[src/rtl/safety_output_ctrl.sv]
// Dual-lane comparator output unit: complementary relay pairs gate relay_en, dual-lane heartbeats gate switch_en.
// Build option SAFETY_OUT_LATCH_EN: heartbeat faults latch until fault_clr instead of pulsing for one cycle.
module safety_output_ctrl #(
    parameter int CH         = 2,
    parameter int CNT_W      = 8,
    parameter int HB_MIN     = 4,
    parameter int HB_MAX     = 20,
    parameter int ARM_EDGES  = 4,
    parameter int RELAY_FILT = 3
) (
    input  logic          clk,
    input  logic          rst,
    input  logic [CH-1:0] relay_ctrl_a,
    input  logic [CH-1:0] relay_ctrl_b,
    input  logic [CH-1:0] sw_ctrl_a,
    input  logic [CH-1:0] sw_ctrl_b,
    input  logic          fault_clr,
    output logic [CH-1:0] relay_en,
    output logic [CH-1:0] switch_en,
    output logic [CH-1:0] fault
);

    typedef enum logic [1:0] {
        ST_OFF,
        ST_ARM,
        ST_ON,
        ST_FAULT
    } state_e;

    logic [CH-1:0] relA1_q, relA2_q, relB1_q, relB2_q;
    logic [CH-1:0] swA1_q, swA2_q, swA3_q, swB1_q, swB2_q, swB3_q;

    // Two-flop synchronisers on every lane input; the third heartbeat stage is the edge-detect history.
    always_ff @(posedge clk) begin
        if (!rst) begin
            relA1_q <= '0;
            relA2_q <= '0;
            relB1_q <= '0;
            relB2_q <= '0;
            swA1_q  <= '0;
            swA2_q  <= '0;
            swA3_q  <= '0;
            swB1_q  <= '0;
            swB2_q  <= '0;
            swB3_q  <= '0;
        end else begin
            relA1_q <= relay_ctrl_a;
            relA2_q <= relA1_q;
            relB1_q <= relay_ctrl_b;
            relB2_q <= relB1_q;
            swA1_q  <= sw_ctrl_a;
            swA2_q  <= swA1_q;
            swA3_q  <= swA2_q;
            swB1_q  <= sw_ctrl_b;
            swB2_q  <= swB1_q;
            swB3_q  <= swB2_q;
        end
    end

`ifndef SAFETY_OUT_LATCH_EN
    logic unused_fault_clr;
    assign unused_fault_clr = fault_clr;
`endif

    for (genvar i = 0; i < CH; i++) begin : g_ch
        logic             relGood;
        logic [3:0]       relCnt_q;
        logic             relEn_q;
        logic             edgeA, edgeB;
        logic             violA, violB;
        logic             goodA, goodB;
        logic [CNT_W-1:0] cntA_q, cntB_q;
        state_e           state_q, state_d;
        logic             seenA_q, seenA_d, seenB_q, seenB_d;
        logic [3:0]       goodCntA_q, goodCntA_d, goodCntB_q, goodCntB_d;

        assign relGood = relA2_q[i] ^ relB2_q[i];

        // Relay enable needs RELAY_FILT consecutive valid-pair cycles; any invalid cycle drops it at once.
        always_ff @(posedge clk) begin
            if (!rst) begin
                relCnt_q <= '0;
                relEn_q  <= 1'b0;
            end else begin
                if (!relGood)
                    relCnt_q <= '0;
                else if (relCnt_q != 4'hF)
                    relCnt_q <= relCnt_q + 4'd1;
                relEn_q <= relGood && (relCnt_q >= 4'(RELAY_FILT));
            end
        end

        assign edgeA = swA2_q[i] ^ swA3_q[i];
        assign edgeB = swB2_q[i] ^ swB3_q[i];
        assign violA = (edgeA && (cntA_q < CNT_W'(HB_MIN))) || (cntA_q == CNT_W'(HB_MAX));
        assign violB = (edgeB && (cntB_q < CNT_W'(HB_MIN))) || (cntB_q == CNT_W'(HB_MAX));
        assign goodA = edgeA && !violA;
        assign goodB = edgeB && !violB;

        // Interval counters run in every state so a timeout is visible the moment the FSM cares.
        always_ff @(posedge clk) begin
            if (!rst) begin
                cntA_q <= '0;
                cntB_q <= '0;
            end else begin
                if (edgeA)
                    cntA_q <= '0;
                else if (cntA_q != '1)
                    cntA_q <= cntA_q + 1'b1;
                if (edgeB)
                    cntB_q <= '0;
                else if (cntB_q != '1)
                    cntB_q <= cntB_q + 1'b1;
            end
        end

        always_ff @(posedge clk) begin
            if (!rst) begin
                state_q    <= ST_OFF;
                seenA_q    <= 1'b0;
                seenB_q    <= 1'b0;
                goodCntA_q <= '0;
                goodCntB_q <= '0;
            end else begin
                state_q    <= state_d;
                seenA_q    <= seenA_d;
                seenB_q    <= seenB_d;
                goodCntA_q <= goodCntA_d;
                goodCntB_q <= goodCntB_d;
            end
        end

        // Arming counts only edges seen after entering ARM; the edges that woke OFF carry no interval history.
        always_comb begin
            state_d    = state_q;
            seenA_d    = seenA_q;
            seenB_d    = seenB_q;
            goodCntA_d = goodCntA_q;
            goodCntB_d = goodCntB_q;
            case (state_q)
                ST_OFF: begin
                    seenA_d    = seenA_q | edgeA;
                    seenB_d    = seenB_q | edgeB;
                    goodCntA_d = '0;
                    goodCntB_d = '0;
                    if (seenA_d && seenB_d) begin
                        state_d = ST_ARM;
                        seenA_d = 1'b0;
                        seenB_d = 1'b0;
                    end
                end
                ST_ARM: begin
                    if (violA || violB) begin
                        state_d = ST_FAULT;
                    end else begin
                        if (goodA && goodCntA_q != 4'hF)
                            goodCntA_d = goodCntA_q + 4'd1;
                        if (goodB && goodCntB_q != 4'hF)
                            goodCntB_d = goodCntB_q + 4'd1;
                        if ((goodCntA_q >= 4'(ARM_EDGES)) && (goodCntB_q >= 4'(ARM_EDGES)))
                            state_d = ST_ON;
                    end
                end
                ST_ON: begin
                    if (violA || violB)
                        state_d = ST_FAULT;
                end
                ST_FAULT: begin
`ifdef SAFETY_OUT_LATCH_EN
                    if (fault_clr)
                        state_d = ST_OFF;
`else
                    state_d = ST_OFF;
`endif
                end
                default: state_d = ST_OFF;
            endcase
        end

        assign relay_en[i]  = relEn_q;
        assign switch_en[i] = (state_q == ST_ON);
        assign fault[i]     = (state_q == ST_FAULT);
    end

endmodule

[config.mk]
export PLATFORM = sky130hd
export DESIGN_NAME = safety_output_ctrl
export DESIGN_NICKNAME = d
export VERILOG_FILES = /design/src/rtl/safety_output_ctrl.sv
export SDC_FILE = /design/constraint.sdc
export NUM_CORES = 1
export LEC_CHECK = 0
export CORE_MARGIN = 5
export CORE_UTILIZATION = 44
export DETAILED_ROUTE_END_ITERATION = 16
export PLACE_DENSITY = 0.72
export SETUP_SLACK_MARGIN = 0.4
export SLEW_MARGIN = 0
export SYNTH_ARGS = -nofsm -noshare
export SYNTH_HDL_FRONTEND = slang
export SYNTH_SLANG_ARGS = --single-unit
export TNS_END_PERCENT = 10
[constraint.sdc]
create_clock -name clk -period 1.95 [get_ports clk]
set_input_delay 0.585 -clock clk [delete_from_list [all_inputs] [get_ports clk]]
set_output_delay 0.585 -clock clk [all_outputs]
set_load 0.01 [all_outputs]
=== Yosys cells after proc, flatten, opt, wreduce, memory -nomap -nowiden ===
Cells that the tools add are included.

* Bitwise operators: 11
* Magnitude comparators: 10
* Add/sub/neg operators: 10
* Equality and inequality tests: 32
* Shift-type cells: 0
* Divide/modulo/power cells: 0
* Reduce and logical (&&, ||, !) cells: 44
* Mux-type cells: 26
* Multiply operators: 0

{| class="wikitable"
|+ Operators with widths
! kind !! number
|-
| $add 8x1->8 const B || 4
|-
| $eq 8x5->1 const B || 4
|-
| $lt 8x3->1 const B || 4
|-
| $mux 4 || 8
|-
| $ne 8x8->1 const B || 4
|-
| $pmux 4 s2 || 4
|-
| $add 4x1->4 const B || 6
|-
| $ne 4x4->1 const B || 6
|-
| $logic_and 1x1->1 || 18
|-
| $reduce_and 3->1 || 6
|-
| $ge 4x3->1 const B || 4
|-
| $mux 2 || 8
|-
| $ne 2x2->1 const B || 8
|-
| $pmux 2 s4 || 2
|-
| $eq 2x2->1 const B || 4
|-
| $ge 4x2->1 const B || 2
|-
| $reduce_or 2->1 || 4
|-
| $logic_or 1x1->1 || 6
|-
| $ne 3x3->1 const B || 2
|-
| $xor 1x1->1 || 6
|-
| $eq 2x1->1 const B || 2
|-
| $logic_not 1->1 || 4
|-
| $logic_not 2->1 || 2
|-
| $mux 1 || 4
|-
| other kinds (5) || 11
|}

* Output and inout port bits: 6
* Logic and storage cells: 161
* Register bits: 86
* Input port bits: 11
* Memory bits (writable): 0
* Memories kept: 0
* Latch bits: 0
* Bits in read-only memories: 0

=== Logic depth before layout (Yosys ltp) ===
* Depth in word-level cells: 9
* Mapped depth: 7

=== Worst setup path before layout ===
OpenSTA, ideal clock, no wires.

* Kind: flip-flop to flip-flop
* From: reg g_ch[1].cntA_q[0]
* To: reg g_ch[1].goodCntB_q[3]
* Required time: 1878 ps
* Path buffers: 0
* Slack: 263 ps
* Stages on the path, launching flop included: 8
* Library setup time: 72 ps
* Data arrival time: 1615 ps
* Cell sequence: dfxtp_1 inv_1 ha_1 and3_1 a21oi_1 o221ai_4 nor3_1 mux2i_1

* Word-level cells in the longest chain between the ends: 6
* Elaborated cells between the ends (all ways): 7
* Classes of those cells: order compare: 1; eq/ne: 2; reduce/logical: 4

{| class="wikitable"
|+ Ends and longest elaborated chain
! item !! line !! RTL
|-
| start, declared || 72 || <nowiki>logic [CNT_W-1:0] cntA_q, cntB_q;</nowiki>
|-
| start signal, assigned || 109 || <nowiki>cntA_q <= cntA_q + 1'b1;</nowiki>
|-
| $lt 8x3->1 || 95 || <nowiki>assign violA = (edgeA && (cntA_q < CNT_W'(HB_MIN))) || (cntA_q == CNT_W'(HB_MAX));</nowiki>
|-
| $logic_and 1x1->1 || 95 ||
|-
| $logic_or 1x1->1 * || 95 ||
|-
| $logic_or 1x1->1 * || 153 || <nowiki>if (violA || violB) begin</nowiki>
|-
| $ne 2x2->1 (no source line) * || -- ||
|-
| $reduce_and 3->1 (no source line) * || -- ||
|-
| end signal, assigned || 129 || <nowiki>goodCntB_q <= goodCntB_d;</nowiki>
|-
| end, declared || 75 || <nowiki>logic [3:0] goodCntA_q, goodCntA_d, goodCntB_q, goodCntB_d;</nowiki>
|}

Every way passes the cells marked *; elsewhere a longest branch is shown, timed or not.
A chain may end at the register's enable or synchronous reset.

=== Worst setup path in the final report ===
* From: reg g_ch[1].state_q[0]
* To: out switch_en[1]

* Word-level cells in the longest chain between the ends: 1

{| class="wikitable"
|+ Ends and longest elaborated chain
! item !! line !! RTL
|-
| start, declared || 73 || <nowiki>state_e state_q, state_d;</nowiki>
|-
| start signal, assigned || 125 || <nowiki>state_q <= state_d;</nowiki>
|-
| $eq 2x2->1 || 181 || <nowiki>assign switch_en[i] = (state_q == ST_ON);</nowiki>
|-
| end, declared || 19 || <nowiki>output logic [CH-1:0] switch_en,</nowiki>
|}

No other way between the ends.

==> results by stage <==
Floorplan:
- The effective utilization at floorplan is 0.447.
- The overall die area is between 10,000 and 15,000 sq um.
- 17 I/O pins were placed.
- The die is 107 microns wide.
- The floorplan has 35 rows.
- The floorplan step set the die height to between 100 and 150 microns.
- The area of the core is approximately 9000 sq um.

Synth:
- After synthesis, the share of flip-flops with an asynchronous set or reset is 0.
- By count the netlist is led by 86 x dfxtp_1, 60 x nor2_1, 51 x nand2_1.
- The distinct cell type count of the synthesized netlist is 35.
- The fraction of the yosys area taken by sequential cells is 0.418.
- The number of nets handed over by synthesis was 512.
- Dividing the synthesized area by the synthesized cell count gives about 8.6 sq um.
- The number of synthesized flops with an enable pin is 0.
- The share of synthesized area in the top cell type comes to 0.418.
- Ranked by total cell area, the synthesized netlist is headed by dfxtp_1 42%, ha_1 7.3%, mux2i_1 5.8%.
- The number of warnings printed during yosys synthesis is 0.
- The area of the mapped netlist is 4110 sq um.
- The number of instances in the synthesized netlist is 477.
- The library cell with the largest summed area after synthesis is dfxtp_1.
- For this run, the leading register cell type out of synthesis is dfxtp_1.
- The synthesized flop and latch total is 86.
- The most common cell in the netlist is dfxtp_1.

Placed design:
- After legalization and detailed placement, the total HPWL measured approximately 5500 microns.
- In this run the tool buffered the top-level ports with 15 buffer cells.
- The area after detailed placement is 4420 sq um.
- Routability-driven placement finished with a final weighted congestion of between 0.8 and 0.9.
- The placement-stage worst setup slack is between 0.1 and 0.15 ns.

CTS:
- The number of clock buffers added by TritonCTS is 9.
- The total number of H-tree levels is 3.
- Clock latency on the worst-skew pair, taken at its later pin, is between 0.3 and 0.4 ns.
- The TritonCTS clock tree is built.
- The clock passes through at most 2 buffers.
- The clock input transition at the sequential cells of the worst setup and hold paths is ~0.090 ns.
- The root buffer cell is clkbuf_8.
- The number of hold-repair buffers added at the cts stage is 0.
- The number of clock sinks is 86.

GRT:
- The total global routing overflow is 0.
- The via count of the first global-routing pass is between 3,000 and 4,000.
- The aggregate global-route resource usage is 0.143.
- The number of antenna violations at the first check in global routing is 0.
- The first-pass GRT wire length is 13,700 microns.
- The pin count of the biggest net entering global routing is 18.

STA:
- The number of slew-limit violations in the final report is 0.
- In the finished design, the share of the clock period the worst path needs comes to 0.910.
- The final period demand of the worst path is 1.78 ns.
- The final count of hold timing violations was 0.
- The worst pin sits at a relative slew slack of 0.699.
- The upper clock frequency limit is about 560 MHz.
- The setup TNS is 0 ns.
- The transition time at the pin with the least slew margin is 0.447 ns.
- The setup slack of the critical path after layout is 0.175 ns.
- Setup repair after global routing could not meet its margin everywhere.
- The post-route clock skew is 0.00634 ns.
- The total of endpoints with negative setup slack in the final report is 0.
- Hold timing on the final database bottoms out at a slack of approximately 0.43 ns.

Finish:
- Compared with the post-synthesis result, the final layout area differs by 20.2%.
- Fill cells in the final layout number about 860.
- The post-layout utilization of the core is 0.538.
- The fraction of layout instances using a drive strength above 1 is 0.177.
- For this run, the post-layout net count is approximately 550.
- The number of antenna diodes in the final layout is 0.
- Summing all non-filler instances in the final layout gives an area of about 4900 sq um.

Detailed routing:
- The count of nets left with antenna violations after detail routing is 0.
- Wires add up to ~8100 microns.
- The average wire per standard cell is around 13 microns.
- The detailed router placed roughly 3,400 vias in this run.
- For this run, design rule violations remaining after detail routing come to 0.
- The number of DRC violations after detailed-routing iteration 0 is 86.
- The number of optimization iterations in the first detailed-route pass is 4.
- In the routed layout, each cell is associated on average with a via count of roughly 5.4.

Setup path:
- Traced cell by cell, the critical path runs through inv_2 -> ha_4 -> clkdlybuf4s15_2.
- The largest single stage delay on the critical path is between 0.3 and 0.4 ns.
- The slowest library cell on the worst path is dfxtp_2.
- The largest fanout on the critical path is 4.
- Counting both buffers and inverters, the worst setup path holds a total of 2.
- The required time at the endpoint of the critical path is 1.36 ns.
- The critical path's top delay family is flip-flops.
- The startpoint-to-endpoint class of the critical path is reg -> out.
- The endpoint kind of the worst setup timing path is an output port.
- At the worst endpoint, the arrival time is 1.19 ns.
- The startpoint kind of the worst setup timing path is a flip-flop.

Power:
- The power per cell area is between 800 and 900 nW/um^2.
- The share of total power dissipated in sequential elements is 0.450.
- The combinational share of power is 0.197.
- The total net switching power is around 0.0012 W.
- Across the VDD grid, the largest voltage drop is around 510 uV.
- The static power due to leakage is 1.85 nW.
- The share of total power dissipated in the clock network is 0.353.
- Cell internal power was estimated by the tool at approximately 0.0031 W.
- Of the total power, the share spent switching nets is 0.285.

Min path:
- The worst min-delay path class is reg -> reg.

Job:
- Across the run, the number of max-cap violations was 0.

Status:
- The flow ran to the end, and the final reports show no timing, DRC or antenna violations.
## cell usage in the layout, fill, tap and decap left out, types with 15 or more instances in the layout
cell type,netlist,final
a31oi_1,15,15
and2_1,20,20
buf_4,2,21
dfxtp_1,86,70
ha_1,24,20
mux2i_1,24,24
nand2_1,51,51
nand3_1,30,30
nor2_1,60,55
nor3_1,21,17
## timing repair
action                                  in CTS  in global routing
setup buffers                                2                 11
endpoints found under the setup margin      26                 30
cloned                                       0                  0
pin swaps                                    2                  9
gates resized for setup                     23                 45
## metrics by stage
step,total power (W),std cells
detailed placement,0.00269,597
CTS,0.00426,615
global route,0.00451,626
floorplan,0.00246,477
global placement,0.00265,597
finish,0.00427,626
## registers in the layout, summed over array words and instances, names as in the netlist, 4 cells and up
signal,flops
g_ch.cntB_q,16
g_ch.state_q,4
g_ch.relCnt_q,8
g_ch.cntA_q,16
g_ch.goodCntB_q,8
g_ch.goodCntA_q,8
## layout make-up
type	count	area (sq um)	share of cell area
multi-input combinational	361	2440	0.494
clock buffer	9	124	0.0251
inverter	16	60.1	0.0121
sequential	86	1750	0.355
clock inverter	7	120	0.0243
timing repair buffer	36	304	0.0615
tap	111	139	0.0281
## power by group through the flow
stage	Combinational (W)	Clock, W	Sequential (W)
detailed placement	0.000740	0	0.00195
finish	0.000840	0.00151	0.00192
CTS	0.000783	0.00155	0.00192
global route	0.000936	0.00164	0.00194
floorplan	0.000530	0	0.00193
global placement	0.000702	0	0.00194
## per-layer routing
layer  up-vias  global-route usage  routed length, microns
li1       1721                   -                       -
met1      1594               0.165                    3670
met2        33               0.253                    4050
met3        11              0.0349                     222
met4         0              0.0557                     114
met5         -                   0                       0
## worst paths after layout
check | end | cells after the start | startpoint | slack (ns)
setup / recovery | switch_en[1] | 3 | g_ch[1].state_q[0] | 0.17
hold / removal | swA2_q[1] | 1 | swA1_q[1] | 0.43
setup reg to reg | g_ch[1].goodCntA_q[3] | 7 | g_ch[1].cntB_q[0] | 0.25
hold reg to reg | swA2_q[1] | 1 | swA1_q[1] | 0.43
## cells by family after synthesis
logic type	after synthesis	share of synthesized area
muxes	24	0.0584
and+or+nand+nor	230	0.276
xor gates and xnor gates	20	0.0426
buffers and inverters	30	0.0301
adders and majority gates	24	0.0730
AOI/OAI and AO/OA	63	0.101
DFF	86	0.418
(Power assumes the default switching activity.)
